[config.mk]
export PLATFORM = sky130hd
export DESIGN_NAME = mips_decode_stage
export DESIGN_NICKNAME = d
export VERILOG_FILES = /design/src/rtl/mips_decode_stage.sv
export SDC_FILE = /design/constraint.sdc
export NUM_CORES = 1
export LEC_CHECK = 0
export CAP_MARGIN = 5
export CORE_ASPECT_RATIO = 2
export CORE_UTILIZATION = 40
export DETAILED_ROUTE_END_ITERATION = 7
export HOLD_SLACK_MARGIN = 0.08
export PLACE_DENSITY = 0.9
export RECOVER_POWER = 25
export SLEW_MARGIN = 20
export SYNTH_ARGS = -nofsm -noshare
export SYNTH_HDL_FRONTEND = slang
export SYNTH_SLANG_ARGS = --single-unit
[constraint.sdc]
create_clock -name clk -period 2.7 [get_ports clk]
set_input_delay 0.27 -clock clk [delete_from_list [all_inputs] [get_ports clk]]
set_output_delay 0.27 -clock clk [all_outputs]
set_load 0.005 [all_outputs]
[src/rtl/mips_decode_stage.sv]
// Registered MIPS decode stage: holds one instruction, decodes fields and one-hot class, and stalls on memory/HI-LO hazards.
// Optional: define DECODE_ILLEGAL_TRAP_EN to make illegal words raise a sticky trap instead of transferring.
module mips_decode_stage #(
    parameter int unsigned MULT_CYCLES = 4,
    parameter int unsigned DIV_CYCLES  = 32,
    parameter int unsigned CNT_W       = 6
) (
    input  logic        clk,
    input  logic        reset,
    input  logic        instr_valid,
    input  logic [31:0] instr,
    output logic        instr_ready,
    input  logic        waitrequest,
    input  logic        d_ready,
    output logic        d_valid,
    output logic        stall,
    output logic [4:0]  rs,
    output logic [4:0]  rt,
    output logic [4:0]  rd,
    output logic [4:0]  shamt,
    output logic [15:0] immediate,
    output logic [25:0] address,
    output logic [5:0]  opcode,
    output logic [5:0]  funct,
    output logic [6:0]  op_class,
    output logic        illegal,
    output logic        trap
);

    typedef enum logic [6:0] {
        CLS_NONE   = 7'b0000000,
        CLS_ALU    = 7'b0000001,
        CLS_BRANCH = 7'b0000010,
        CLS_JUMP   = 7'b0000100,
        CLS_LOAD   = 7'b0001000,
        CLS_STORE  = 7'b0010000,
        CLS_MULDIV = 7'b0100000,
        CLS_HILO   = 7'b1000000
    } op_class_e;

    localparam logic [CNT_W-1:0] MULT_LOAD = CNT_W'(MULT_CYCLES);
    localparam logic [CNT_W-1:0] DIV_LOAD  = CNT_W'(DIV_CYCLES);

    logic [31:0]      r_instr;
    op_class_e        r_class;
    logic             r_valid;
    logic             r_illegal;
    logic [CNT_W-1:0] r_cnt;

    op_class_e w_class;
    logic      w_dvalid;
    logic      w_block;
    logic      w_busy;
    logic      w_stall;
    logic      w_xfer;
    logic      w_ready;
    logic      w_accept;
    logic      w_mem;
    logic      w_hilo_dep;

    always_comb begin
        w_class = CLS_NONE;
        case (instr[31:26])
            6'h00: begin
                case (instr[5:0])
                    6'h00, 6'h02, 6'h03, 6'h04, 6'h06, 6'h07,
                    6'h21, 6'h23, 6'h24, 6'h25, 6'h26, 6'h2A, 6'h2B: w_class = CLS_ALU;
                    6'h08, 6'h09:                                   w_class = CLS_JUMP;
                    6'h10, 6'h11, 6'h12, 6'h13:                     w_class = CLS_HILO;
                    6'h18, 6'h19, 6'h1A, 6'h1B:                     w_class = CLS_MULDIV;
                    default:                                        w_class = CLS_NONE;
                endcase
            end
            // REGIMM: the branch flavour lives in the rt field
            6'h01: begin
                case (instr[20:16])
                    5'h00, 5'h01, 5'h10, 5'h11: w_class = CLS_BRANCH;
                    default:                    w_class = CLS_NONE;
                endcase
            end
            6'h02, 6'h03:                             w_class = CLS_JUMP;
            6'h04, 6'h05:                             w_class = CLS_BRANCH;
            6'h06, 6'h07:                             w_class = (instr[20:16] == 5'd0) ? CLS_BRANCH : CLS_NONE;
            6'h09, 6'h0A, 6'h0B, 6'h0C, 6'h0D, 6'h0E, 6'h0F: w_class = CLS_ALU;
            6'h20, 6'h21, 6'h22, 6'h23, 6'h24, 6'h25, 6'h26: w_class = CLS_LOAD;
            6'h28, 6'h29, 6'h2B:                      w_class = CLS_STORE;
            default:                                  w_class = CLS_NONE;
        endcase
    end

`ifdef DECODE_ILLEGAL_TRAP_EN
    logic r_trap;

    always_ff @(posedge clk) begin
        if (reset) begin
            r_trap <= 1'b0;
        end else if (w_dvalid && r_illegal) begin
            r_trap <= 1'b1;
        end
    end

    // The held word stays registered under a trap; only its visibility is masked.
    assign w_dvalid = r_valid & ~r_trap;
    assign w_block  = r_illegal;
    assign trap     = r_trap;
`else
    assign w_dvalid = r_valid;
    assign w_block  = 1'b0;
    assign trap     = 1'b0;
`endif

    assign w_busy     = (r_cnt != '0);
    assign w_mem      = r_class[3] | r_class[4];
    assign w_hilo_dep = r_class[5] | r_class[6];
    assign w_stall    = ~reset & w_dvalid & ((w_mem & waitrequest) | (w_hilo_dep & w_busy));
    assign w_xfer     = w_dvalid & d_ready & ~w_stall & ~w_block;
    assign w_ready    = ~reset & ~trap & (~w_dvalid | w_xfer);
    assign w_accept   = instr_valid & w_ready;

    always_ff @(posedge clk) begin
        if (reset) begin
            r_instr   <= '0;
            r_class   <= CLS_NONE;
            r_valid   <= 1'b0;
            r_illegal <= 1'b0;
            r_cnt     <= '0;
        end else begin
            if (w_accept) begin
                r_instr   <= instr;
                r_class   <= w_class;
                r_illegal <= (w_class == CLS_NONE);
                r_valid   <= 1'b1;
            end else if (w_xfer) begin
                r_valid <= 1'b0;
            end
            // funct bit 1 separates div/divu (0x1A/0x1B) from mult/multu (0x18/0x19)
            if (w_xfer && (r_class == CLS_MULDIV)) begin
                r_cnt <= r_instr[1] ? DIV_LOAD : MULT_LOAD;
            end else if (w_busy) begin
                r_cnt <= r_cnt - CNT_W'(1);
            end
        end
    end

    assign instr_ready = w_ready;
    assign d_valid     = w_dvalid;
    assign stall       = w_stall;
    assign opcode      = r_instr[31:26];
    assign rs          = r_instr[25:21];
    assign rt          = r_instr[20:16];
    assign rd          = r_instr[15:11];
    assign shamt       = r_instr[10:6];
    assign funct       = r_instr[5:0];
    assign immediate   = r_instr[15:0];
    assign address     = r_instr[25:0];
    assign op_class    = r_class;
    assign illegal     = r_illegal;

endmodule

======== Word-level counts from Yosys, hierarchy flattened ========
Memory sizes are Yosys's and may differ from the RTL's.
Index checks and enable logic that the tools add are counted.
Widths: inputs -> output; s select.
storage, ports and cells
  input bits .............................. 37
  bits in read-only memories .............. 256
  output and inout port bits .............. 86
  register bits after elaboration ......... 47
  word-level logic and storage cells ...... 72
  memories ................................ 1
memories
  memory            words  bits a word  rd ports  clocked after Yosys merged registers in  write ports  RTL line  RTL
  (name not given)  64     4            1         0                                        0            65        case (instr[5:0])
operators by class
  equal/unequal tests ..................... 28
  add/sub/neg operators ................... 1
  bitwise operators ....................... 15
  multiplexer cells ....................... 8
  reduce and logical (&&, ||, !) cells .... 14
operators by type and width
  cell                 number
  $eq 6x6->1 const B   10
  $pmux 7 s8           1
  $eq 6x4->1 const B   7
  $eq 6x3->1 const B   4
  $mux 6               3
  $reduce_or 7->1      2
  $eq 6x2->1 const B   2
  $eq 5x5->1 const B   2
  $and 1x1->1          8
  $eq 7x6->1 const B   1
  $logic_not 7->1      1
  $eq 6x1->1 const B   1
  $logic_not 6->1      1
  $reduce_bool 6->1    1
  $reduce_or 2->1      3
  $sub 6x1->6 const B  1
  $eq 5x1->1 const B   1
  $logic_not 5->1      1
  $mux 2               2
  $or 1x1->1           4
  $reduce_bool 2->1    2
  $reduce_or 4->1      1
  $not 1->1            3
  $reduce_or 3->1      1
  2 further kinds      3

======== Depth between registers and ports, before layout ========
  word-level depth ........................ 10
  gate-level depth with buffers ........... 8
  gate-level depth less buffers ........... 7

======== Least setup slack after synthesis ========
Ideal clock, no wire load.
  path kind ............................... flip-flop to flip-flop
  from .................................... register r_cnt[2]
  to ...................................... register r_instr[10]
  arrival ................................. 1,727 ps
  setup slack ............................. 846 ps
  period minus slack after synthesis ...... 1,854 ps
  stages on the path, launching flop included .. 7
  buffers on the path ..................... 1
  data required time ...................... 2,572 ps
  library setup time ...................... 128 ps
  cell sequence ........................... dfxtp_1 > or3_4 > or2_4 > a211oi_4 > buf_6 > mux2i_1 > nor2_1
on the way
  cells in the longest elaborated chain, start to end .. 9
ends and longest elaborated chain
  what                    RTL line  RTL
  start, declared         48        logic [CNT_W-1:0] r_cnt;
  start signal, assigned  138       r_cnt <= r_instr[1] ? DIV_LOAD : MULT_LOAD;
  start signal, assigned  140       r_cnt <= r_cnt - CNT_W'(1);
  $reduce_bool 6->1       112       assign w_busy = (r_cnt != '0);
  $and 1x1->1             115       assign w_stall = ~reset & w_dvalid & ((w_mem & waitrequest) | (w_hilo_dep & w_busy));
  $or 1x1->1              115
  $and 1x1->1             115
  $not 1->1               116       assign w_xfer = w_dvalid & d_ready & ~w_stall & ~w_block;
  $and 1x1->1             116
  $or 1x1->1              117       assign w_ready = ~reset & ~trap & (~w_dvalid | w_xfer);
  $and 1x1->1             117
  $and 1x1->1             118       assign w_accept = instr_valid & w_ready;
  end signal, assigned    129       r_instr <= instr;
  end, declared           44        logic [31:0] r_instr;
Every way passes these cells.
A chain may end at the register's enable or synchronous reset.

======== Final worst setup path ========
  from .................................... register r_cnt[2]
  to ...................................... output port instr_ready
on the way
  cells in the longest elaborated chain, start to end .. 8
ends and longest elaborated chain
  what               RTL line  RTL
  $reduce_bool 6->1  112
  $and 1x1->1        115
  $or 1x1->1         115
  $and 1x1->1        115
  $not 1->1          116
  $and 1x1->1        116
  $or 1x1->1         117
  $and 1x1->1        117
  end, declared      12        output logic instr_ready,
Every way passes these cells.

==> run_results.csv <==
group,metric,value,unit
status,status,"finished, violations left",
status,violations,"DRC",
yosys,yosysWarnings,0,
worst_setup_path,crit_path_top_delay_cell,"clkdlybuf4s50_1",
yosys,syn_nets,310,
floorplanning,die_x,57.6,µm
drt,vias,2105,
yosys,async_reset_ff_share,0,%
run,cap_violations,0,
floorplanning,dieArea,6520,µm²
placement,gp_congestion,0.739,
pwr,leakage,0.00147,µW
clocking,path_clk_slew,60,ps
min_path,hold_class,"reg2reg",
clocking,tritoncts,"yes",
clocking,clock_latency,280,ps
floorplanning,start_util,41.2,%
yosys,synthFlopType,"dfxtp_1",
pwr,clockPowerShare,32.9,%
placement,place.port_buffers,121,
global_route,grtUsageTotal,19.1,%
floorplanning,rows,40,
worst_setup_path,crit_fanout,4,
yosys,syn_inst,271,
timing,tightest_slew,628,ps
yosys,synth_most_common_cell,"dfxtp_1",
yosys,synth_area_leader_cell,"dfxtp_1",
worst_setup_path,crit_cells,4,
worst_setup_path,worstPathRequired,2430,ps
worst_setup_path,timing.critical_path.buf_inv,1,
yosys,ys_seq_elements,47,
floorplanning,coreArea,6010,µm²
clocking,h-tree-depth,2,
clocking,cts-root-buf,"clkbuf_16",
drt,dr.pass1.iters,6,
cells_and_area,area_growth,44.0,%
timing,setup_viol,0,
timing,min_period_over_period,90.2,%
pwr,power_frac_seq,38.5,%
yosys,netlist_top_cells_count,"47 x dfxtp_1, 43 x buf_4, 39 x nor2_1",
placement,post-dp-hpwl,4710,µm
min_path,hold_depth,2,
floorplanning,die_h,113,µm
min_path,min_from,"r_instr[30]",
min_path,whs_endpoint,"r_instr[30]",
pwr,p_sw_share,27.4,%
cells_and_area,nNetsFinal,387,
timing,fin_tns_setup,0,ps
clocking,post_cts_buffers,0,
timing,skew,5.00,ps
pwr,irDropWorstVdd,444,µV
pwr,p_switching,593,µW
worst_setup_path,rr_startpoint,"r_cnt[2]",
timing,max_freq,411,MHz
drt,routedWlPerCell,14.8,µm
yosys,yosysSeqAreaShare,38.1,%
clocking,clockBufferDepth,2,
worst_setup_path,arrival,2170,ps
timing,slew-limit-headroom,58.1,%
worst_setup_path,cpLargestDelayFamily,"simple AND/OR/NAND/NOR gates",
drt,drc,4,
yosys,synth_top_area_share,38.1,%
pwr,intPower,1570,µW
drt,drt_iter0_markers,39,
clocking,cts_hold_buf,0,
global_route,grt_max_degree,36,
worst_setup_path,startpoint_type,"flip-flop",
global_route,grt-ovfl-total,0,
pwr,power_density,609,nW/µm²
worst_setup_path,worstSetupPathType,"reg2out",
drt,drt-vias-per-instance,5.11,
global_route,grt_pass1_wl,9670,µm
clocking,cts_inserted_buffers,5,
worst_setup_path,crit_path_end_kind,"output port",
global_route,grt_pass1_vias,1993,
timing,hold_viol,0,
yosys,synth-edff-count,0,
cells_and_area,layout-drive-gt1-share,4.87,%
yosys,synth_cell_types,43,
timing,rsz0062_at_grt,"false",
yosys,synthTopCellsByArea,"dfxtp_1 38%, mux2i_1 15%, buf_4 13%",
worst_setup_path,path_cells,"or3_4 > or2_4 > a211oi_2 > clkdlybuf4s50_1",
drt,drtAntennaViolNets,0,
timing,timing.hold.ws,490,ps
clocking,clock_sinks,47,
worst_setup_path,slowest_delay,560,ps
floorplanning,io_pins,123,
drt,totalWireLength,6090,µm
global_route,antenna_found_initial,0,
timing,finalMaxSlewViolations,0,
worst_setup_path,reg2regPathDepth,6,
worst_setup_path,r2r_slack,620,ps
pwr,combPwrFrac,28.6,%
clocking,cts_resized,0,
timing,fin_crit,2440,ps
cells_and_area,diodes,0,
worst_setup_path,reg2reg_to,"op_class[3]",
yosys,syn-mean-instance-area,9.12,µm²
yosys,syn-cell-area,2470,µm²
[state kept, by name, summed over array words and instances, names as in the netlist]
name      count
r_instr      32
op_class      7
d_valid       1
r_cnt         6
illegal       1
[cell usage in the layout (no fill, tap or decap), types with 2 or more instances in the layout]
cell and n:
o21a_1 2, nor2b_1 4, nand3_1 7, o21ai_0 2
a21oi_1 10, mux2i_1 37, and2_1 2, nor2_1 39
clkdlybuf4s50_1 87, nand2_1 4, dfxtp_1 47, nand2b_1 8
o21ai_1 2, o31ai_1 3, dlygate4sd3_1 33, nor3_1 7
ha_1 2, inv_1 8, nor4_1 2, nor4b_1 3
or3_1 5, buf_4 3, xnor2_1 3, clkbuf_16 5
[layout make-up]
| type | count | area (µm²) |
|---|---|---|
| timing repair buffer | 124 | 1230 |
| fill | 511 | 2450 |
| multi-input combinational | 162 | 1110 |
| tap | 63 | 78.8 |
| clock buffer | 6 | 139 |
| sequential | 47 | 941 |
| clock inverter | 2 | 35.0 |
| inverter | 8 | 30.0 |
[worst reg2reg max path: stages (launching register included)]
cell and delay [ps]:
dfxtp_1 340, or3_4 420, or2_4 290, a211oi_4 230, buf_4 370, mux2i_1 240
nor2_1 60
[logic make-up (layout without fill, tap and decap cells)]
group                      after synthesis  after routing  synth area share [%]
AOI/OAI and AO/OA                       30             30                  8.91
xor gates and xnor gates                 4              4                  1.42
adders and majority gates                2              2                  1.01
buffers and inverters                   62            140                  17.2
DFF                                     47             47                  38.1
muxes                                   37             37                  15.0
other                                    1              1                 0.152
and+or+nand+nor                         88             88                  18.3
[through the flow]
step | worst slack [ps] | instance area (µm²) | cells | power, µW | utilization [%]
after floorplan | 846 | 2470 | 271 | 1250 | -
after global placement | 610 | 3390 | 404 | 1440 | 56.4
after detailed placement | 538 | 3390 | 404 | 1470 | 56.4
after CTS | 270 | 3560 | 412 | 2190 | 59.3
after global routing | 182 | 3560 | 412 | 2280 | 59.3
final | 265 | 3560 | 412 | 2170 | 59.3
[how the worst max path moves through the flow]
stage / from / to / slack, ps
after floorplan: r_cnt[2] / r_instr[10] / 850
after global placement: r_cnt[2] / instr_ready / 610
after detailed placement: instr[29] / op_class[1] / 540
after CTS: r_cnt[2] / instr_ready / 270
after global routing: r_cnt[2] / instr_ready / 180
final: r_cnt[2] / instr_ready / 260
[per-layer routing]
| layer | vias up | global-route usage, % | wire (µm) |
|---|---|---|---|
| li1 | 1037 | - | - |
| met1 | 986 | 20.3 | 2240 |
| met2 | 70 | 35.3 | 3410 |
| met3 | 12 | 3.20 | 263 |
| met4 | 0 | 8.62 | 176 |
| met5 | - | 0 | 0 |
[power by group through the flow]
stage / Clock, µW / Sequential [µW] / Combinational, µW
finish: 714 / 834 / 620
global route: 756 / 845 / 682
CTS: 728 / 834 / 632
detailed placement: 0 / 850 / 624
global placement: 0 / 844 / 598
floorplan: 0 / 838 / 410
No activity file was read; power rests on OpenSTA's default activity.
